==> config.mk <==
export PLATFORM = sky130hd
export DESIGN_NAME = opfetch_prefetch_queue
export DESIGN_NICKNAME = d
export VERILOG_FILES = /design/src/rtl/opfetch_prefetch_queue.sv
export SDC_FILE = /design/constraint.sdc
export NUM_CORES = 1
export LEC_CHECK = 0
export BUFFER_PORTS_ARGS = -buffer_cell sky130_fd_sc_hd__buf_2
export CORE_ASPECT_RATIO = 1.4
export CORE_MARGIN = 1
export CORE_UTILIZATION = 60
export CTS_BUF_LIST = sky130_fd_sc_hd__clkbuf_4
export DETAILED_ROUTE_END_ITERATION = 8
export PLACE_DENSITY = 0.82
export SETUP_SLACK_MARGIN = 0.5
export SYNTH_ARGS = -nofsm -noshare
export SYNTH_HDL_FRONTEND = slang
export SYNTH_SLANG_ARGS = --single-unit
==> constraint.sdc <==
create_clock -name clk -period 4.8 [get_ports clk]
set_input_delay 0.24 -clock clk [delete_from_list [all_inputs] [get_ports clk]]
set_output_delay 0.24 -clock clk [all_outputs]
set_load 0.01 [all_outputs]
==> src/rtl/opfetch_prefetch_queue.sv <==
// opfetch_prefetch_queue
//   Prefetches program bytes from {pbr, pc} ahead of the 65816 controller into
//   a DEPTH-entry FIFO. Each byte is tagged with its fetch address. A redirect
//   flushes the queue and restarts fetching. WAI parks the unit in HOLD until
//   irq arrives.
//
//   Optional feature macro: OPFETCH_BYPASS_EN. When it is defined, an ack that
//   lands on an empty queue is forwarded to the head outputs in the same cycle.
//
// Ports
//   clk, n_rst            clock, asynchronous active-low reset
//   redir, redir_addr     flush the queue and restart fetching at redir_addr
//   wait_req, irq         enter HOLD (WAI) / leave HOLD (interrupt)
//   mem_req, mem_addr     registered fetch request; held until mem_ack
//   mem_ack, mem_rdata    request completion and its read data
//   q_valid, q_data,      head entry valid, head byte, fetch address of head
//   q_addr
//   q_pop                 consumer takes the head this cycle
//   q_count               number of stored entries
//   hold                  unit is in HOLD
module opfetch_prefetch_queue #(
  parameter int DEPTH  = 4,
  parameter int ADDR_W = 24,
  parameter int DATA_W = 8
) (
  input  logic                   clk,
  input  logic                   n_rst,
  input  logic                   redir,
  input  logic [ADDR_W-1:0]      redir_addr,
  input  logic                   wait_req,
  input  logic                   irq,
  output logic                   mem_req,
  output logic [ADDR_W-1:0]      mem_addr,
  input  logic                   mem_ack,
  input  logic [DATA_W-1:0]      mem_rdata,
  output logic                   q_valid,
  output logic [DATA_W-1:0]      q_data,
  output logic [ADDR_W-1:0]      q_addr,
  input  logic                   q_pop,
  output logic [$clog2(DEPTH):0] q_count,
  output logic                   hold
);

  localparam int PW = $clog2(DEPTH);
  localparam logic [PW:0] DEPTH_C = (PW+1)'(DEPTH);

  typedef enum logic [1:0] {S_IDLE, S_FETCH, S_HOLD} state_t;

  state_t            state_q, state_d;
  logic [ADDR_W-1:0] fptr_q, fptr_d;
  logic [ADDR_W-1:0] mem_addr_q, mem_addr_d;
  logic              mem_req_q, mem_req_d;
  logic              discard_q, discard_d;
  logic [PW-1:0]     rd_q, rd_d, wr_q, wr_d;
  logic [PW:0]       cnt_q, cnt_d;

  logic [DATA_W-1:0] dat_q [DEPTH];
  logic [ADDR_W-1:0] tag_q [DEPTH];

  logic head_vis, bypass, take, push, pop_fifo;

  always_comb begin
    head_vis = (cnt_q != '0) && (state_q != S_HOLD);
`ifdef OPFETCH_BYPASS_EN
    bypass = mem_req_q && mem_ack && (cnt_q == '0) && (state_q == S_FETCH) &&
             !discard_q && !redir;
`else
    bypass = 1'b0;
`endif
    q_valid = head_vis || bypass;
    if (bypass) begin
      q_data = mem_rdata;
      q_addr = fptr_q;
    end else if (head_vis) begin
      q_data = dat_q[rd_q];
      q_addr = tag_q[rd_q];
    end else begin
      q_data = '0;
      q_addr = '0;
    end

    // take: a live byte arrived and advances fptr; push: it is also stored
    // (a bypassed byte popped in the same cycle is consumed, not stored).
    take     = mem_req_q && mem_ack && !discard_q && !redir;
    push     = take && !(bypass && q_pop);
    pop_fifo = q_pop && head_vis && !redir;
  end

  always_comb begin
    state_d   = state_q;
    fptr_d    = fptr_q;
    discard_d = discard_q;
    rd_d      = rd_q;
    wr_d      = wr_q;
    cnt_d     = cnt_q;

    if (redir) begin
      state_d   = S_FETCH;
      fptr_d    = redir_addr;
      rd_d      = '0;
      wr_d      = '0;
      cnt_d     = '0;
      // A request still in flight will return stale data; drop it on arrival.
      discard_d = mem_req_q && !mem_ack;
    end else begin
      if (discard_q && mem_req_q && mem_ack) discard_d = 1'b0;
      if (take) fptr_d = {fptr_q[ADDR_W-1:16], fptr_q[15:0] + 16'd1};
      if (push) wr_d = wr_q + PW'(1);
      if (pop_fifo) rd_d = rd_q + PW'(1);
      cnt_d = cnt_q + (PW+1)'(push) - (PW+1)'(pop_fifo);
      unique case (state_q)
        S_FETCH: if (wait_req && !irq) state_d = S_HOLD;
        S_HOLD:  if (irq) state_d = S_FETCH;
        default: ;
      endcase
    end

    // Request is held until acked; otherwise decide from next-cycle occupancy.
    mem_req_d  = mem_req_q;
    mem_addr_d = mem_addr_q;
    if (!(mem_req_q && !mem_ack)) begin
      if ((state_d == S_FETCH) && !discard_d && (cnt_d < DEPTH_C)) begin
        mem_req_d  = 1'b1;
        mem_addr_d = fptr_d;
      end else begin
        mem_req_d  = 1'b0;
      end
    end
  end

  always_ff @(posedge clk or negedge n_rst) begin
    if (!n_rst) begin
      state_q    <= S_IDLE;
      fptr_q     <= '0;
      discard_q  <= 1'b0;
      mem_req_q  <= 1'b0;
      mem_addr_q <= '0;
      rd_q       <= '0;
      wr_q       <= '0;
      cnt_q      <= '0;
    end else begin
      state_q    <= state_d;
      fptr_q     <= fptr_d;
      discard_q  <= discard_d;
      mem_req_q  <= mem_req_d;
      mem_addr_q <= mem_addr_d;
      rd_q       <= rd_d;
      wr_q       <= wr_d;
      cnt_q      <= cnt_d;
    end
  end

  // Storage needs no reset: entries are only visible when cnt_q says so.
  always_ff @(posedge clk) begin
    if (push) begin
      dat_q[wr_q] <= mem_rdata;
      tag_q[wr_q] <= fptr_q;
    end
  end

  assign mem_req  = mem_req_q;
  assign mem_addr = mem_addr_q;
  assign q_count  = cnt_q;
  assign hold     = (state_q == S_HOLD);

endmodule

# After elaboration in Yosys (flattened, before gate mapping)
# Memory sizes are Yosys's and may differ from the RTL's.
# Index checks and enable logic that the tools add are counted.
dict set report op_classes {
  n_addsub 5
  mux 18
  bitwise 1
  n_reduce_logical 21
  order_cmp 1
  n_eq_ne 4
}
# op n
set ops {}
lappend ops {{two-way mux 24 bit} 2}
lappend ops {{adder 16 x 1 -> 16 bit, second input constant} 1}
lappend ops {{two-way mux 16 bit} 1}
lappend ops {{two-way mux 2 bit} 7}
lappend ops {{logical AND 1 bit} 12}
lappend ops {{two-way mux 8 bit} 1}
lappend ops {{zero test 1 bit} 5}
lappend ops {{two-way mux 1 bit} 5}
lappend ops {{adder 2 x 1 -> 2 bit, second input constant} 2}
lappend ops {{== test 2 x 1 -> 1 bit, second input constant} 2}
lappend ops {{one-hot mux 2 bit (2 select lines)} 1}
lappend ops {{nonzero test 2 bit} 2}
lappend ops {{adder 3 x 1 -> 3 bit} 1}
lappend ops {{less-than comparator 3 bit, second input constant} 1}
lappend ops {{two-way mux 3 bit} 1}
lappend ops {{nonzero test 3 bit} 1}
lappend ops {{subtractor 3 x 1 -> 3 bit} 1}
lappend ops {{== test 2 bit, second input constant} 1}
lappend ops {{!= test 2 bit, second input constant} 1}
lappend ops {{AND reduction 2 bit} 1}
lappend ops {{inverter 1 bit} 1}
dict set report totals {
  mem_count 2
  ram_bits 128
  elab_cells 60
  out_inout_bits 62
  ff_bits 59
  in_bits 39
}
# name depth width read_ports rd_clocked_by_memory_dff write_ports line_no
set memory_table {}
lappend memory_table {tag_q 4 24 1 0 1 58} ;# logic [ADDR_W-1:0] tag_q [DEPTH];
lappend memory_table {dat_q 4 8 1 0 1 57} ;# logic [DATA_W-1:0] dat_q [DEPTH];

# Longest topological paths before layout
# Gate-level depths: netlist of run 1.
dict set report depth {
  ltp_word 9
  mapped_depth 16
  mapped_depth_nobuf 15
}

# Worst setup path before layout of run 1
# OpenSTA, ideal clock, no wires.
dict set report synth_timing {
  path_kind {reg2reg}
  from {register state_q[0]}
  to {register mem_addr_q[10] (netlist: mem_addr[10])}
  arrival_ps 3051
  period_less_slack_ps 3178
  setup_time_ps 128
  n_path_buf 1
  path_stages_with_launch 17
  setup_slack_ps 1622
  required_time_ps 4672
  cell_sequence {dfrtp_1 -> inv_1 -> ha_1 -> nor2_1 -> nand2_1 -> nor2_1 -> ha_1 -> inv_1 -> ha_1 -> inv_1 -> fa_1 -> xnor3_1 -> nor2_1 -> nor3_2 -> nand3_2 -> buf_2 -> mux2_1}
}
dict set report synth_between {
  elab_cells_between_ends 17
  cone_classes {add/sub: 1; order compare: 1; eq/ne: 4; mux: 5; reduce/logical: 6}
}
# element line_no
set synth_rtl {}
lappend synth_rtl {{from (decl)} 49} ;# state_t state_q, state_d;
lappend synth_rtl {{from (signal assigned)} 142} ;# state_q <= state_d;
lappend synth_rtl {{== test 2 bit} n/a}
lappend synth_rtl {{named net hold} 41} ;# output logic hold
lappend synth_rtl {{one-hot mux 2 bit (2 select lines)} 111} ;# unique case (state_q)
lappend synth_rtl {{two-way mux 2 bit} 97} ;# if (redir) begin
lappend synth_rtl {{== test 2 x 1 -> 1 bit} 122} ;# if ((state_d == S_FETCH) && !discard_d && (cnt_d < DEPTH_C)) begin
lappend synth_rtl {{logical AND 1 bit (2 in a row)} 122}
lappend synth_rtl {{AND reduction 2 bit (no source line)} n/a}
lappend synth_rtl {{to (signal assigned)} 146} ;# mem_addr_q <= mem_addr_d;
lappend synth_rtl {{to (decl)} 51} ;# logic [ADDR_W-1:0] mem_addr_q, mem_addr_d;
# The timed path passes the listed nets, and every way through them passes these cells.
# A chain may end at the register's enable or synchronous reset.

# Final worst setup path of run 1
dict set report layout_timing {
  from {register state_q[0]}
  to {register mem_addr_q[8] (netlist: mem_addr[8])}
}
dict set report layout_between {
  elab_chain_cells 9
  elab_cells_between_ends 17
  cone_classes {add/sub: 1; order compare: 1; eq/ne: 4; mux: 5; reduce/logical: 6}
}
# element line_no
set layout_rtl {}
lappend layout_rtl {{!= test 2 bit} 63} ;# head_vis = (cnt_q != '0) && (state_q != S_HOLD);
lappend layout_rtl {{logical AND 1 bit} 63}
lappend layout_rtl {{logical AND 1 bit (2 in a row)} 86} ;# pop_fifo = q_pop && head_vis && !redir;
lappend layout_rtl {{subtractor 3 x 1 -> 3 bit} 110} ;# cnt_d = cnt_q + (PW+1)'(push) - (PW+1)'(pop_fifo);
lappend layout_rtl {{two-way mux 3 bit} 97}
lappend layout_rtl {{named net cnt_d[2]} 55} ;# logic [PW:0] cnt_q, cnt_d;
lappend layout_rtl {{less-than comparator 3 bit} 122}
lappend layout_rtl {{logical AND 1 bit} 122}
lappend layout_rtl {{AND reduction 2 bit (no source line)} n/a}
# The timed path passes the listed nets, and every way through them passes these cells.

==> run_results.csv, run 1 <==
group,metric,value,unit
timing,fin_ws,1.04,ns
clock_tree,ctsLongestPathBuffers,2,
die,start_util,0.615,
synth,synth_nets,489,
detailed_routing,drt_iter0_drc,230,
synth,synth_top_area_frac,0.505,
synth,syn_avg_cell_area,17.3,um2
synth,yosysSeqAreaShare,0.699,
timing,relSlewSlack,0.496,
final_layout,layout.cells.non_filler,745,
worst_hold_path,min_path_cells,4,
power,p_switching,1350,uW
synth,synth_top_cells_by_count,"edfxtp_1 (128), dfrtp_1 (59), and2_1 (37)",
die,pin_count,101,
power,peakVddDrop,0.331,mV
clock_tree,htreeDepth,4,
global_route,met2_usage,0.426,
synth,syn_area,0.00761,mm2
clock_tree,cts_inserted_buffers,17,
synth,synth_warnings,0,
detailed_routing,postRouteAntennaNets,0,
synth,synthTopCellsByArea,"edfxtp_1 (50%), dfrtp_1 (19%), mux4_2 (9.5%)",
critical_path,cp_data_arrival_time,4.18,ns
die,die_x,97.2,um
placement,placed_cells,680,
timing,drv_slew,0,
critical_path,r2r-end,"mem_addr[8]",
timing,fmax,266,MHz
power,internal_power,3030,uW
status,outcome,"complete, no violations",
global_route,grtUsageMet1,0.297,
synth,synth-main-ff-cell,"edfxtp_1",
synth,yosysTopAreaCell,"edfxtp_1",
timing,hold_viol_final,0,
synth,ys_async_sr_fraction,0.316,
synth,ys_ff_latch,187,
clock_tree,numClockSinks,187,
power,power_density,489,mW/mm2
power,p_seq_frac,0.487,
timing,post-route-period-util,0.783,
die,rows,48,
detailed_routing,wl_per_cell,19.7,um
clock_tree,root_buffer,"clkbuf_4",
final_layout,area_growth,17.5,%
global_route,gr-total-overflow,0,
power,total_leakage_power,0.00345,uW
global_route,grtUsageTotal,0.243,
power,clkPwrFrac,0.211,
synth,netlist_instances,440,
clock_tree,path_clk_slew,0.13,ns
detailed_routing,wl,14700,um
critical_path,cp_max_fo,24,
final_layout,final_net_count,631,
worst_hold_path,holdPathEnd,"rd_q[1]",
die,coreArea,0.0124,mm2
global_route,gr-usage-met3,0.0542,
synth,yosysMostFrequentCell,"edfxtp_1",
global_route,grt_pass1_wl,24100,um
die,die_area,0.0131,mm2
global_route,grt_pass1_vias,4716,
synth,synth_cell_types,45,
synth,synth-edff-count,128,
detailed_routing,route.detailed.drc,0,
die,die_y,135,um
power,switching_share,0.308,
global_route,grt-busiest-layer,"met2",
power,combPwrFrac,0.302,
critical_path,required,5.23,ns
timing,fin_worst_skew,0.0155,ns
worst_hold_path,min_from,"q_pop",
critical_path,reg2reg_from,"state_q[0]",
final_layout,drive_gt1_frac,0.323,
global_route,grt_max_degree,60,
timing,period_needed,3.76,ns
timing,tns,0,ns
clock_tree,clkLatencyLatePin,0.53,ns
detailed_routing,routed-via-count,4302,
global_route,antenna_found_initial,1,
detailed_routing,viasPerCell,5.77,
critical_path,criticalPathCategory,"flip-flop to flip-flop",
placement,dp_slack,1.12,ns
placement,globalplace.congestion,0.817,
timing,grt_setup_unrepaired,"no",
run,cap_violations,0,
critical_path,startpoint_type,"flip-flop",
critical_path,reg2reg_setup_slack,1.04,ns
critical_path,reg2reg_depth,15,
timing,tightest_slew,0.756,ns
critical_path,worstSetupEndpointType,"flip-flop",
clock_tree,postCtsSetupBuffers,0,
detailed_routing,first_pass_iters,5,
placement,hpwl,9170,um
timing,setup_viol,0,
placement,io_buffers,100,
final_layout,final_core_util,0.723,
worst_hold_path,hold_path_class,"input pin to flip-flop",
clock_tree,tritoncts,"done",
==> registers in the layout, summed over array words and instances, names as in the netlist <==
name and flops:
mem_req 1, mem_addr 24, rd_q 2, fptr_q 24, q_count 3, state_q 2, wr_q 2, discard_q 1
dat_q 32, tag_q 96
==> metrics by stage <==
step	instance area (um2)	hold slack [ns]	power (uW)
2_1_floorplan	7610	-0.0556	2990
3_3_place_gp	8290	0.427	3420
3_5_place_dp	8290	0.440	3480
4_1_cts	8940	0.0532	4400
5_1_grt	8940	0.0617	4610
6_report	8940	0.0996	4380
==> worst max-delay path by stage <==
stage | start | endpoint | slack, ns | depth (start not counted)
after floorplan | state_q[0] | mem_addr[10] | 1.62 | 16
after global placement | state_q[0] | mem_addr[9] | 1.38 | 15
after detailed placement | state_q[0] | mem_addr[18] | 1.12 | 15
after CTS | state_q[0] | mem_addr[18] | 1.12 | 15
after global routing | state_q[0] | mem_addr[0] | 0.77 | 15
final | state_q[0] | mem_addr[8] | 1.04 | 15
==> power by group through the flow <==
| stage | clock network (uW) | logic, uW | registers (uW) |
|---|---|---|---|
| after floorplan | 0 | 827 | 2160 |
| after global placement | 0 | 1280 | 2140 |
| after detailed placement | 0 | 1320 | 2160 |
| after CTS | 936 | 1340 | 2130 |
| after global routing | 1000 | 1450 | 2160 |
| final | 923 | 1320 | 2130 |
==> per-layer routing <==
layer	wire, um	part of all wire
met5	0	0
met3	773	0.053
met4	241	0.016
met1	5850	0.40
met2	7790	0.53
==> timing repair <==
action / CTS / global route
gates resized for setup: 0 / 0
hold endpoints to repair: 115 / 0
hold buffers: 33 / 0
==> cell families (layout without fill, tap and decap cells) <==
family | after synthesis | after routing | share of synthesized area
compound gates | 21 | 21 | 0.0163
flops | 187 | 187 | 0.699
mux | 69 | 69 | 0.149
buf+inv | 30 | 184 | 0.0158
xor+xnor | 15 | 15 | 0.0191
other cells | 0 | 1 | 0
fa+ha+maj | 10 | 10 | 0.0174
simple gates | 108 | 108 | 0.0837
==> worst max-delay path, stage by stage, from the launching register on <==
cell and delay, ns:
dfrtp_1 0.40, inv_1 0.08, ha_1 0.25, nor2_2 0.14
nand2_1 0.09, nor2_1 0.12, ha_1 0.24, inv_1 0.06
ha_1 0.14, inv_1 0.06, fa_1 0.38, xnor3_1 0.24
nor2_1 0.07, nor3_2 0.22, nand3_2 0.59, mux2_1 0.56
==> cells in the final DEF (no fill, tap or decap), drive strengths merged, types with 6 or more instances in the layout <==
master	n
and2	37
buf	109
clkbuf	19
dfrtp	59
dlygate4sd3	33
edfxtp	128
ha	9
inv	11
mux2	34
mux4	32
nand2	17
nand3	10
nand4	6
nor2	14
o21ai	11
xnor2	7
xor2	7
==> final cells by class <==
class | instances | area (um2)
inverters | 11 | 41.3
clock inverters | 12 | 174
flip-flops and latches | 187 | 5320
multi-input cells | 223 | 2170
repair buffers | 142 | 898
fillers | 796 | 3430
diodes | 1 | 2.50
clock buffers | 19 | 143
well taps | 150 | 188
Note: power is estimated with default switching activity, not from simulation.
==> run 2: changes to the inputs <==
--- a/config.mk
+++ b/config.mk
@@ -8,10 +8,10 @@
 export BUFFER_PORTS_ARGS = -buffer_cell sky130_fd_sc_hd__buf_2
 export CORE_ASPECT_RATIO = 1.4
 export CORE_MARGIN = 1
-export CORE_UTILIZATION = 60
+export CORE_UTILIZATION = 54
 export CTS_BUF_LIST = sky130_fd_sc_hd__clkbuf_4
 export DETAILED_ROUTE_END_ITERATION = 8
-export PLACE_DENSITY = 0.82
+export PLACE_DENSITY = 0.77
 export SETUP_SLACK_MARGIN = 0.5
 export SYNTH_ARGS = -nofsm -noshare
 export SYNTH_HDL_FRONTEND = slang
==> constraint.sdc (replaced) <==
create_clock -name clk -period 3.35 [get_ports clk]
set_input_delay 0.1675 -clock clk [delete_from_list [all_inputs] [get_ports clk]]
set_output_delay 0.1675 -clock clk [all_outputs]
set_load 0.01 [all_outputs]
==> run 2 against run 1 <==
Against the previous run: final area increased by 2.9%; largest power group unchanged; largest cell class unchanged; setup slack got worse by 0.73 ns; critical endpoint is now mem_addr[3]; core utilization is 5.8 points lower; highest routed layer unchanged.
==> run_results.csv, run 2 (synthesized netlist as in run 1, its figures left out) <==
group,metric,value,unit
detailed_routing,route.detailed.drc,0,
clock_tree,cts_inserted_buffers,17,
timing,setup_viol,0,
final_layout,seq_area,0.00532,mm2
final_layout,final_core_util,0.664,
final_layout,regMostFlops,"tag_q",
final_layout,final_common_cell,"edfxtp_1",
critical_path,cp_max_fo,6,
timing,tns,0,ns
global_route,grt_pass1_vias,4415,
critical_path,cp_data_arrival_time,3.49,ns
clock_tree,numClockSinks,187,
critical_path,required,3.80,ns
placement,hpwl,9110,um
worst_hold_path,hold_path_class,"input pin to flip-flop",
final_layout,top_regs,"tag_q: 96 flops, dat_q: 32 flops",
power,total_leakage_power,0.00356,uW
detailed_routing,wl,15000,um
final_layout,final_net_count,648,
clock_tree,root_buffer,"clkbuf_4",
timing,fmax,329,MHz
placement,globalplace.congestion,0.797,
placement,io_buffers,100,
power,internal_power,4340,uW
timing,tightest_slew,0.924,ns
final_layout,drive_gt1_frac,0.368,
global_route,antenna_found_initial,1,
die,pin_count,101,
critical_path,worstPathCellList,"nor3_2 > nor2_4 > nand2_2 > nor2_2 > ha_1 > inv_1 > ha_1 > inv_1 > fa_2 > xnor3_1 > nor2_2 > nor3_4 > nand3_4 > clkbuf_16 > mux2_4",
critical_path,startpoint_type,"flip-flop",
power,switching_share,0.326,
die,die_y,142,um
critical_path,worstSetupEndpointType,"flip-flop",
critical_path,criticalPathCategory,"flip-flop to flip-flop",
global_route,grtUsageTotal,0.207,
timing,grt_setup_unrepaired,"yes",
power,peakVddDrop,0.556,mV
detailed_routing,viasPerCell,5.45,
die,die_area,0.0146,mm2
power,clkPwrFrac,0.168,
die,rows,51,
power,p_seq_frac,0.477,
detailed_routing,first_pass_iters,4,
timing,hold_viol_final,0,
final_layout,largest_register_ffs,96,
timing,fin_worst_skew,0.0179,ns
clock_tree,ctsLongestPathBuffers,2,
clock_tree,clkLatencyLatePin,0.54,ns
clock_tree,htreeDepth,4,
global_route,grt_pass1_wl,22000,um
clock_tree,path_clk_slew,0.15,ns
detailed_routing,wl_per_cell,18.8,um
critical_path,crit_path_top_delay_cell,"dfrtp_1",
die,start_util,0.550,
clock_tree,tritoncts,"done",
die,die_x,102,um
die,coreArea,0.0138,mm2
detailed_routing,routed-via-count,4353,
power,combPwrFrac,0.354,
final_layout,multiInputGateArea,0.00226,mm2
final_layout,final_cell_mix,"edfxtp_1 (128), buf_2 (100), dfrtp_1 (57), and2_1 (37), dlygate4sd3_1 (37)",
timing,relSlewSlack,0.384,
timing,period_needed,3.04,ns
global_route,grt_max_degree,48,
timing,post-route-period-util,0.908,
status,outcome,"complete, no violations",
detailed_routing,postRouteAntennaNets,0,
final_layout,fillers,976,
critical_path,cp_slowest_stage_delay,0.45,ns
power,power_density,701,mW/mm2
final_layout,area_growth,20.8,%
power,p_switching,2100,uW
global_route,gr-total-overflow,0,
timing,drv_slew,0,
detailed_routing,drt_iter0_drc,150,
run,cap_violations,0,
-- run 2: cell types whose count changed in the layout (fill, tap and decap cells not counted), moves of 3 or more --
cell / before / now
buf_4: 9 / 18
dlygate4sd3_1: 33 / 37
mux2_1: 21 / 10
bufinv_16: 4 / 0
inv_8: 0 / 3
mux2_4: 0 / 11
-- run 2: power by group through the flow --
stage	clock network, uW	registers (uW)	logic [uW]
floorplan	0	3100	1230
global placement	0	3100	1890
detailed placement	0	3120	1930
CTS	1120	3070	1990
global route	1200	3120	2460
finish	1090	3080	2280
-- run 2: what timing repair did --
action	CTS	global route
hold buffers	37	0
gates cloned	0	3
buffers inserted	2	6
endpoints found under the setup margin	24	24
endpoints found under the hold margin	122	0
resized for setup	0	17
-- run 2: per-layer routing --
layer  wire, um  track usage  up-vias
li1           -            -     1990
met1       6030        0.251     2217
met2       7950        0.360      121
met3        651       0.0422       25
met4        374       0.0789        0
met5          0            0        -
-- run 2: path summary, 6_finish.rpt --
| path | start | to | slack [ns] | depth (start not counted) |
|---|---|---|---|---|
| setup / recovery | q_count[2] | mem_addr[3] | 0.31 | 15 |
| hold / removal | redir | rd_q[0] | 0.22 | 3 |
| setup reg to reg | q_count[2] | mem_addr[3] | 0.31 | 15 |
| hold reg to reg | mem_addr[2] | mem_addr[2] | 0.51 | 1 |
| max in group asynchronous | n_rst | fptr_q[20] | 2.25 | 3 |
| min in group asynchronous | n_rst | fptr_q[8] | 0.28 | 2 |
-- run 2: final cells by class --
class,count,share of cell area
inverter,11,0.00449
clock inverter,14,0.0126
timing repair buffer,159,0.118
clock buffer,18,0.0147
tap,185,0.0252
sequential,187,0.579
multi-input combinational,223,0.246
antenna,1,0.000272
-- run 2: worst max-delay path, delay by kind of cell, from the launching register on --
kind                     cells  cell delay (ns)
adder cells (fa/ha/maj)      3             0.75
AND/OR/NAND/NOR              7             0.84
multiplexers                 1             0.30
XOR/XNOR                     1             0.24
buffers and inverters        3             0.37
flip-flops                   1             0.45
-- run 2: through the flow --
step           instances  setup WS [ns]  hold WS (ns)  area [um2]  total power (uW)
6_report             798          0.310         0.225        9200              6450
5_1_grt              798          0.182         0.198        9200              6780
4_1_cts              788          0.436         0.148        9030              6180
3_5_place_dp         717          0.452         0.354        8390              5050
3_3_place_gp         717          0.532         0.342        8390              4990
2_1_floorplan        440          0.527        -0.128        7650              4330
